==> src/rtl/aes_128_req_arbiter.sv <==
// Round-robin arbiter sharing one in-order AES-128 core among N_REQ requesters.
// An in-flight tag FIFO routes each core result back to the requester that issued it.
//
// state | meaning
// IDLE  | waiting for a grant (core ready, tag FIFO not full, a request valid)
// ISSUE | core_in_en pulse; tag pushed into the in-flight FIFO
// HOLD  | dead cycle so core_key_ready can fall before the next grant
module aes_128_req_arbiter #(
  parameter int N_REQ     = 4,
  parameter int TAG_DEPTH = 4,
  parameter int ID_W      = 2
) (
  input  logic                 clk,
  input  logic                 kill_n,
  input  logic [N_REQ-1:0]     req_valid,
  input  logic [N_REQ*128-1:0] req_data,
  output logic [N_REQ-1:0]     req_ready,
  input  logic                 core_key_ready,
  output logic                 core_in_en,
  output logic [127:0]         core_in_data,
  input  logic                 core_out_en,
  input  logic [127:0]         core_out_data,
  output logic [N_REQ-1:0]     rsp_valid,
  output logic [127:0]         rsp_data,
  output logic [ID_W-1:0]      rsp_id,
  output logic                 busy,
  output logic                 orphan_irq_pulse
);

  localparam int AW = $clog2(TAG_DEPTH);

  typedef enum logic [1:0] {IDLE, ISSUE, HOLD} state_t;

  state_t          state;
  logic [ID_W-1:0] rr_ptr;
  logic [ID_W-1:0] win_id;
  logic [ID_W-1:0] tag_id;
  logic [ID_W-1:0] idx_l;
  logic            win_found;
  logic            grant;
  logic            push;
  logic            pop;
  logic            fifo_full;
  logic            fifo_empty;
  logic [AW:0]     wr_ptr;
  logic [AW:0]     rd_ptr;
  logic [ID_W-1:0] tag_mem [TAG_DEPTH];
  int              idx;

  // First valid requester at or after the round-robin pointer, wrapping.
  always_comb begin
    win_id    = '0;
    win_found = 1'b0;
    idx       = 0;
    idx_l     = '0;
    for (int k = 0; k < N_REQ; k++) begin
      idx = int'(rr_ptr) + k;
      if (idx >= N_REQ) idx = idx - N_REQ;
      idx_l = ID_W'(idx);
      if (!win_found && req_valid[idx_l]) begin
        win_found = 1'b1;
        win_id    = idx_l;
      end
    end
  end

  assign fifo_empty = (wr_ptr == rd_ptr);
  assign fifo_full  = (wr_ptr[AW] != rd_ptr[AW]) && (wr_ptr[AW-1:0] == rd_ptr[AW-1:0]);
  assign grant      = kill_n && (state == IDLE) && core_key_ready && !fifo_full && win_found;
  assign req_ready  = grant ? (N_REQ'(1) << win_id) : '0;
  assign push       = (state == ISSUE);
  assign pop        = core_out_en && !fifo_empty;
  assign busy       = (state != IDLE) || !fifo_empty;

  always_ff @(posedge clk or negedge kill_n) begin
    if (!kill_n) begin
      state        <= IDLE;
      rr_ptr       <= '0;
      tag_id       <= '0;
      core_in_en   <= 1'b0;
      core_in_data <= '0;
    end else begin
      case (state)
        IDLE: begin
          core_in_en <= 1'b0;
          if (grant) begin
            core_in_data <= req_data[128*win_id +: 128];
            tag_id       <= win_id;
            rr_ptr       <= (win_id == ID_W'(N_REQ-1)) ? '0 : win_id + 1'b1;
            core_in_en   <= 1'b1;
            state        <= ISSUE;
          end
        end
        ISSUE: begin
          core_in_en <= 1'b0;
          state      <= HOLD;
        end
        HOLD: begin
          core_in_en <= 1'b0;
          state      <= IDLE;
        end
        default: begin
          core_in_en <= 1'b0;
          state      <= IDLE;
        end
      endcase
    end
  end

  // A pop on an empty FIFO never happens; an empty-cycle result is an orphan
  // even if this same cycle pushes a tag.
  always_ff @(posedge clk or negedge kill_n) begin
    if (!kill_n) begin
      wr_ptr <= '0;
      rd_ptr <= '0;
      for (int i = 0; i < TAG_DEPTH; i++) tag_mem[i] <= '0;
    end else begin
      if (push) begin
        tag_mem[wr_ptr[AW-1:0]] <= tag_id;
        wr_ptr                  <= wr_ptr + 1'b1;
      end
      if (pop) rd_ptr <= rd_ptr + 1'b1;
    end
  end

  always_ff @(posedge clk or negedge kill_n) begin
    if (!kill_n) begin
      rsp_valid        <= '0;
      rsp_data         <= '0;
      rsp_id           <= '0;
      orphan_irq_pulse <= 1'b0;
    end else begin
      rsp_valid        <= pop ? (N_REQ'(1) << tag_mem[rd_ptr[AW-1:0]]) : '0;
      orphan_irq_pulse <= core_out_en && fifo_empty;
      if (pop) begin
        rsp_data <= core_out_data;
        rsp_id   <= tag_mem[rd_ptr[AW-1:0]];
      end
    end
  end

endmodule

==> config.mk <==
export PLATFORM = sky130hd
export DESIGN_NAME = aes_128_req_arbiter
export DESIGN_NICKNAME = d
export VERILOG_FILES = /design/src/rtl/aes_128_req_arbiter.sv
export SDC_FILE = /design/constraint.sdc
export NUM_CORES = 1
export LEC_CHECK = 0
export CAP_MARGIN = 20
export CORE_AREA = 2 2 359 361
export CTS_CLUSTER_SIZE = 14
export DETAILED_ROUTE_END_ITERATION = 16
export DIE_AREA = 0 0 361 363
export GPL_TIMING_DRIVEN = 0
export SLEW_MARGIN = 20
export SYNTH_ARGS = -nofsm -noshare
export SYNTH_HDL_FRONTEND = slang
export SYNTH_SLANG_ARGS = --single-unit
export TNS_END_PERCENT = 50
==> constraint.sdc <==
create_clock -name clk -period 2.33 [get_ports clk]
set_input_delay 0.3495 -clock clk [delete_from_list [all_inputs] [get_ports clk]]
set_output_delay 0.3495 -clock clk [all_outputs]
set_load 0.01 [all_outputs]
==> metrics list, run 1 <==
* Outcome: complete, but fails checks
- The final reports fail on setup timing.
* I/O pins: around 900
- Of the synthesized area, sequential elements account for roughly half.
- Per report_power, the sequential group accounts for 25.6% of the total.
- The number of max-slew violations in the final report came to 0.
* Worst reg2reg startpoint: state[1]$_DFFE_PN0P_
- Unrepaired setup endpoints after global routing: true
* Internal power of the cells: 20.6 mW
* Synth unique cells: 34
- Area growth from synthesis to layout: 106%
- # setup viols final: 7
* Final hold violations: 0
* TritonRoute pass-1 iters: 7
* Die Height: approximately 360 um
* Drt wl/cell: around 28 um
- Path depth of the worst reg2reg path: 11
* Effective utilization at floorplan: 10.9%
* Arrival time at the worst endpoint: around 2300 ps
- Yosys warnings: 0
- Counting every net in the synthesized netlist gives between 2k and 2.5k.
- CP endpoint: req_ready[3]
- CTS sink count: between 200 and 300
- Per report_power, the combinational group accounts for a little under three fifths of the total.
- The final layout contains around 3.1k nets.
- Among all cell types in the netlist, the one instantiated most often is nand2_1.
- Tightest hold margin: a little under 300 ps
- Reg-to-reg slack, setup: -200 ps
* Fin crit period: 2680 ps
- Dividing the synthesized area by the synthesized cell count gives approximately 10 um^2.
- Final design instance area without fill: 28600 um^2
- Detailed routing inserted a total of 15.9k vias.
* Required time at the endpoint of the critical path: 1980 ps
- Min setup slack post-route: -348 ps
- Buffers placed on the I/O ports in this run total 916.
* Final ANT Viol Nets: 0
- Synth area leader: dfrtp_1
* Worst min path class: in -> reg
- Clock latency on the worst-skew pair, taken at its later pin, is approximately 580 ps.
- TritonCTS built the clock tree.
- Post-Place Worst Slack: -1770 ps
- Row generation in the floorplan step produced ~130 rows.
- STA classifies the critical path startpoint as a flop.
- The total overflow left after global routing is 0.
- Placeable core area: 127000 um^2
* Via count of the first global-routing pass: between 15k and 20k
- The HPWL after detailed placement is about 95 mm.
* Leak Pwr: about 12 nW
- Tracing the worst setup path back leads to its startpoint at rd_ptr[0]$_DFFE_PN0P_.
- VDD sags by at most ~0.54 mV.
- Across the run, the number of max-cap violations was 0.
- Main synth FF type: dfrtp_1
- Along the worst path, the maximum fanout reaches 4.
- At the pin with the least slew margin, the transition time is between 700 and 800 ps.
* Proportion of register bits with asynchronous set or reset after synthesis: between 90% and 100%
* DRC marker count from the first detailed-route iteration: 1082
- Count of filler cells inserted in the layout: about 14k
* Post-Synthesis Cells: between 1k and 1.5k
- Multi-input gate area in the final layout: roughly 7000 um^2
- Leading post-synthesis cells by cell area: dfrtp_1, nand2_1, mux2i_1, a221oi_1, o22ai_1
- In this run the cell area of the synthesized design comes to 13900 um^2.
- In this run the critical register-to-register path is captured at core_in_data[4]$_DFFE_PN0P_.
- The die covers about 130000 um^2.
* Pwr per Cell Area: 1220 nW/um^2
* Largest net degree at the start of global routing: 82
- Cell area reported after detailed placement: 25300 um^2
- Worst setup path class: reg -> out
- Overall power consumption after layout is estimated at 35.0 mW.
- Average via count per standard cell: just under 4
- The clock arrives with ~16 ps of skew.
- Number of enable flip-flop cells after synthesis: 0
- Max H-tree Level: 2
- The number of antenna violations at the first check in global routing was 55.
- Die extent in x: 361 um
- Total global-route track usage: between 15 and 20%
- The finished layout holds between 4k and 5k standard cells, fillers aside.
- Of the available clock period, the critical path in the final layout requires 115%.
- Clock-pin slew of the registers on the worst-case setup and hold paths: about 60 ps
- In this run, synthesis produced a sequential element count of 284.
- Post-route DRC violation count: 0
- Fmax achieved: around 0.37 GHz
- In this run switching power makes up approximately 40% of total power.
- Fraction of final layout cells with drive strength greater than 1: roughly 16%
- The worst pin sits at a relative slew slack of 49.9%.
- No sink is reached through more buffers than the 3 on the longest clock path.
- Worst Min Path Start: core_out_data[23]
- STA classifies the critical path endpoint as an output port.
- Reg area: 7110 um^2
- The first global-routing pass estimated approximately 150 mm of wire.
* TritonCTS buffer count: 40
- The root buffer cell chosen for the clock tree is clkbuf_16.
- Sw power: between 10 and 15 mW
* Top-area cell type share of the netlist area: 51.2%
- The clock network accounts for 19.1% of the total power.
- Cell count after placement: between 3k and 4k
* RePlAce Congestion: approximately 0.93
- Routed wire length: between 100 and 150 mm
* Synth top cells by count: nand2_1, dfrtp_1, nor2_1
logic make-up after synthesis:
kind of cell | after synthesis | share of synthesized area, %
adders and majority gates | 6 | 0.541
muxes | 138 | 10.2
and+or+nand+nor | 561 | 15.5
DFF | 284 | 51.2
xor gates and xnor gates | 7 | 0.442
AOI/OAI and AO/OA | 268 | 17.4
buffers and inverters | 122 | 4.64
power groups by stage:
stage	registers, mW	logic, mW	clock network, mW
2_1_floorplan	9.72	5.92	0
3_3_place_gp	8.96	17.2	0
3_5_place_dp	8.95	17.3	0
4_1_cts	8.94	19.1	6.97
5_1_grt	9.23	20.6	7.12
6_report	8.96	19.4	6.69
layout by cell type (no fill, tap or decap), types with 5 or more instances in the layout:
cell type / netlist / layout
buf_4: 12 / 57
clkbuf_1: 28 / 19
buf_16: 0 / 10
dfrtp_1: 284 / 280
a221oi_2: 33 / 33
o22ai_1: 95 / 90
mux2i_2: 0 / 11
diode_2: 0 / 11
mux2_2: 8 / 8
nor2_1: 132 / 130
buf_8: 0 / 7
clkbuf_8: 0 / 6
inv_1: 5 / 5
bufinv_16: 0 / 5
clkdlybuf4s50_1: 0 / 907
mux2i_1: 128 / 80
a221oi_4: 0 / 10
mux2i_4: 0 / 37
ha_1: 6 / 6
clkbuf_2: 0 / 17
buf_6: 7 / 15
clkbuf_16: 0 / 45
a221oi_1: 95 / 85
buf_12: 0 / 19
buf_2: 56 / 35
nand2_1: 408 / 404
o22ai_2: 34 / 38
worst max-delay path, cell delays in order, from the launching register on:
cell and delay, ps:
dfrtp_2 420, xnor2_2 210, nand2_2 90, o221ai_4 200
buf_12 160, buf_16 130, buf_16 150, nor2_4 60
and2_1 150, buf_2 140
how the worst min path moves through the flow:
| stage | cells past startpoint | end |
|---|---|---|
| 2_1_floorplan | 0 | core_in_data[0]$_DFFE_PN0P_ |
| 5_1_grt | 3 | rsp_data[23]$_DFFE_PN0P_ |
| 6_report | 3 | rsp_data[23]$_DFFE_PN0P_ |
| 4_1_cts | 3 | rsp_data[49]$_DFFE_PN0P_ |
| 3_5_place_dp | 1 | rsp_data[12]$_DFFE_PN0P_ |
| 3_3_place_gp | 2 | rsp_data[47]$_DFFE_PN0P_ |
cell type report:
| cell class | count | share of cell area, % |
|---|---|---|
| inverter | 6 | 0.122 |
| buffer | 115 | 3.57 |
| timing repair buffer | 981 | 34.8 |
| clock inverter | 19 | 0.883 |
| tap | 1662 | 7.26 |
| antenna | 11 | 0.0961 |
| multi-input combinational | 980 | 24.5 |
| sequential | 284 | 24.8 |
| clock buffer | 53 | 3.95 |
registers in the layout (all words and copies together) (netlist names):
signal and cells:
rsp_valid 4, rsp_data 128, rr_ptr 2, rsp_id 2
state 2, core_in_data 128, core_in_en 1, orphan_irq_pulse 1
wr_ptr 3, tag_mem 8, rd_ptr 3, tag_id 2
metal layers:
metal	vias to the layer above	wire length [um]	GRT usage [%]
li1	6996	-	-
met1	7865	46200	20.3
met2	799	56700	29.1
met3	167	10400	5.81
met4	36	2500	3.19
met5	-	229	0
timing repair:
item,in CTS,in global routing
pin swaps,13,16
hold buffers,8,0
setup endpoints to repair,239,128
endpoints found under the hold margin,88,0
gates resized for setup,227,79
cloned,1,3
setup buffers,31,19
metrics by stage:
step | TNS, ps | util, %
floorplan | 0 | -
global placement | -5477910 | 19.8
detailed placement | -169940 | 19.9
CTS | -2180 | 22.1
global route | -2750 | 22.5
finish | -1520 | 22.5
No activity file was read; power rests on OpenSTA's default activity.
==> run 2, diff against run 1 <==
Settings changed: ABC_AREA from default to 1, CORE_AREA 2 2 359 361 to 2 2 360 362, DIE_AREA 0 0 361 363 to 0 0 362 364.
==> run 2 against run 1 <==
Compared with the run above: the flow finishes with violations (hold timing, setup timing); worst hold slack worse by 530 ps; clock power is 4.5% higher; global-route usage is 2.8 points higher; via count is 32% higher; register-to-register slack worse by 560 ps; critical path depth is 15 higher.
==> metrics list, run 2 <==
- The number of instances in the synthesized netlist came to 2409 (+74%).
* Placeable core area: 128000 um^2 (+1.0%)
- CTS sink count: 284 (unchanged)
- Setup repair after global routing could not meet its margin everywhere.
* Most common cell in the netlist: nand2_1
- List of cells traversed by the critical path: inv_4 > nand2_2 > nand2_2 > nand2_2 > nand2_4 > nand4_1 > nand2_2 > nor2_4 > buf_12 > buf_12 > buf_6 > buf_6 > buf_6 > buf_6 > buf_6 > buf_6 > buf_6 > buf_12 > buf_12 > buf_16 > nand3_2 > nand2_1 > inv_2 > nand3_2
* Max-slew violations: 0 (unchanged)
- Worst min path class: in -> async
- Count of filler cells inserted in the layout: 14.0k (+2.0%)
- The total of max-cap violations was 0 (unchanged).
- Among the stages of the critical path, the cell type that occurs most often is buf_6.
- Drt wl/cell: 26.3 um (-7.0%)
* Row count: 132 (+0.76%)
- The worst setup path is launched from a flop.
- Pwr per Cell Area: 1500 nW/um^2 (+22%)
- The synthesized design spends more area on one cell type than any other, namely dfrtp_1.
- The number of enable flip-flop cells after synthesis was 0 (unchanged).
- Stage delay of the slowest cell on the critical path: 470 ps (+50 ps)
- Fraction of final layout cells with drive strength greater than 1: 12.4% (-4.1 points)
- Final hold violations: 148 (+148)
- Reg area: 7110 um^2 (about the same)
- Tracing the worst setup path back leads to its startpoint at rr_ptr[0]$_DFFE_PN0P_.
- Nature of the critical path endpoint: flop
- The via count of the first global-routing pass was 20.6k (+26%).
- Worst slew slack as a fraction of its limit: 51.6% (+1.8 points)
* Worst setup path class: reg -> reg
- Yosys warnings: 0 (unchanged)
- Part of the cycle the worst path needs: 133% (+18 points)
- From synthesis to final layout, the design area changed by 91.8%.
* VDD IR max: 0.597 mV (+11%)
- Die Height: 364 um (+0.28%)
- The deepest clock path buffer count is 3 (unchanged).
* Biggest registers after layout: core_in_data (128), rsp_data (128), tag_mem (8)
- Worst Clk Skew: 21.7 ps (+5.48 ps)
* Top-area cell type share of the netlist area: 42.7% (-8.5 points)
- The number of antenna violations at the first check in global routing was 81 (+47%).
* Leak Pwr: 14.8 nW (+25%)
* Tightest hold margin: -238 ps (-528 ps)
- Most frequent standard cell in the layout excluding fill and tap cells: clkdlybuf4s50_1
- The number of nets at the end of the flow was 4101 (+34%).
- The HPWL reported at the end of detailed placement is 109 mm (+15%).
- # setup viols final: 135 (+128)
- The worst setup slack after layout came to -758 ps (-409 ps).
- The required time of the critical path came to 2830 ps (+850 ps).
- Sorting the synthesized cells by area gives the leading types as dfrtp_1, nand2_1, nand3_1, inv_1, nand3b_1.
* I/O pins: 917 (unchanged)
- The post-synthesis instance area came to 16600 um^2 (+20%).
- The clock transition at the registers of the reported paths came to 70 ps (about the same).
- The ratio of routed vias to standard cells was 4.05 (+5.0%).
- CTS tree: built
- Max H-tree Level: 2 (unchanged)
* Total overflow reported by the global router: 0 (unchanged)
* Main synth FF type: dfrtp_1
- Cell type of the slowest stage on the worst timing path: dfrtp_2
* Buffer cell driving the clock tree root: clkbuf_16
- Synth top cells by count: nand2_1, nand3_1, dfrtp_1
- In this run the critical register-to-register path is launched from rr_ptr[0]$_DFFE_PN0P_.
* Insertion delay of the later-clocked pin in the worst-skew pair: 610 ps (+30 ps)
* Critical path fanouts, max: 5 (+1)
- The overall routed net length is 136 mm (+17%).
- RePlAce Congestion: 0.922 (-1.1%)
- The residual DRC count is 0 (unchanged).
- Detailed-route via count: 21.0k (+32%)
* Final ANT Viol Nets: 0 (unchanged)
- The die area came to 132000 um^2 (+0.55%).
- The initial core utilization was 13.0% (+2.0 points).
- Register bit count reported by yosys: 284 (unchanged)
- Number of nets in the synthesized netlist: 3063 (+50%)
* Post-Place Worst Slack: -1930 ps (-158 ps)
* Post-route core utilization: 24.9% (+2.3 points)
* Highest-count cells in the layout ignoring fill and taps: clkdlybuf4s50_1, nand2_1, nand3_1
- Among cell families on the critical path, the largest total delay comes from buffers and inverters.
- Outcome: complete, but fails checks
* Arrival time at the worst endpoint: 3590 ps (+1260 ps)
- The final reports fail on hold timing, setup timing.
- Slew at the pin closest to its max-slew limit: 725 ps (-26.7 ps)
- The global-route wire length before repair is 176 mm (+18%).
- The post-synthesis sequential area ratio was 42.7% (-8.5 points).
* Avg Cell Area, Syn: 6.90 um^2 (-31%)
- The number of hold buffers added after CTS is 3 (-5).
- The detailed router's first-iteration violation count came to 1292 (+19%).
- Proportion of register bits with asynchronous set or reset after synthesis: 100% (unchanged)
* Port bufs: 916 (unchanged)
- The maximum number of pins on one net before global-route repair is 84 (+2.4%).
- Multi-input gate area in the final layout: 8260 um^2 (+18%)
- Die extent in x: 362 um (+0.28%)
- Synth unique cells: 26 (-24%)
* PnR Total Power: 47.8 mW (+36%)
- Fin crit period: 3090 ps (+409 ps)
* Total global-route track usage: 19.7% (+2.8 points)
- The number of iterations in the first detailed-routing pass is 7 (unchanged).
- The number of buffers and inverters on the critical path is 14 (+10).
- The number of buffers created by CTS is 40 (unchanged).
- The fmax was 0.324 GHz (-13%).
-- run 2: logic make-up (layout without fill, tap and decap cells) --
family                     Yosys count  count (layout)  share of synthesized area [%]
DFF                                284             284                           42.7
other                                0              27                              0
adders and majority gates            6               6                          0.451
AOI/OAI and AO/OA                   23              23                          0.722
buffers and inverters              446            1514                           11.5
and+or+nand+nor                   1643            1643                           44.2
xor gates and xnor gates             7               7                          0.369
-- run 2: worst paths after layout --
| check | end | slack, ps | cells after the start |
|---|---|---|---|
| min in group clk | rsp_data[45]$_DFFE_PN0P_ | 280 | 3 |
| max in group asynchronous | rsp_data[40]$_DFFE_PN0P_ | 1480 | 4 |
| setup / recovery | core_in_data[31]$_DFFE_PN0P_ | -760 | 24 |
| hold / removal | core_in_data[124]$_DFFE_PN0P_ | -240 | 2 |
| setup reg to reg | core_in_data[31]$_DFFE_PN0P_ | -760 | 24 |
| hold reg to reg | rsp_data[101]$_DFFE_PN0P_ | 480 | 2 |
-- run 2: cell type report --
| cell class | instances | share of cell area [%] |
|---|---|---|
| Antenna cell | 27 | 0.212 |
| Buffer | 167 | 5.20 |
| Clock buffer | 48 | 3.36 |
| Clock inverter | 24 | 1.18 |
| Inverter | 276 | 3.29 |
| Multi-Input combinational cell | 1679 | 25.9 |
| Sequential cell | 284 | 22.3 |
| Tap cell | 1675 | 6.57 |
| Timing Repair Buffer | 998 | 32.0 |
| Timing Repair inverter | 1 | 0.0235 |
-- run 2: stage by stage --
| stage | instance area, um^2 | instances | hold slack (ps) | setup TNS [ps] |
|---|---|---|---|---|
| CTS | 31200 | 5136 | -236 | -48050 |
| floorplan | 16600 | 2409 | 53.9 | 0 |
| finish | 31900 | 5179 | -238 | -56140 |
| global route | 31900 | 5171 | -218 | -73610 |
| global placement | 27900 | 5000 | 463 | -5495850 |
| detailed placement | 28000 | 5003 | 331 | -218680 |
-- run 2: power by group --
part / internal, mW / switching [mW] / total [mW] / leakage, nW
clock: 4.21 / 2.78 / 6.99 / 0.705
combinational: 13.3 / 18.6 / 31.9 / 10.6
sequential: 7.32 / 1.55 / 8.87 / 3.52
total: 24.8 / 22.9 / 47.8 / 14.8
-- run 2: what timing repair did --
item | 4_1_cts | 5_1_grt
endpoints found under the hold margin | 53 | 148
gates resized for setup | 328 | 150
pin swaps | 23 | 49
endpoints found under the setup margin | 273 | 201
cloned | 5 | 1
buffers inserted | 55 | 18
-- run 2: layer usage --
layer	vias to the layer above	wire length, um	global-route usage, %
li1	9676	-	-
met1	10071	53200	23.1
met2	931	64400	32.7
met3	234	13700	7.70
met4	66	4400	6.23
met5	-	394	0
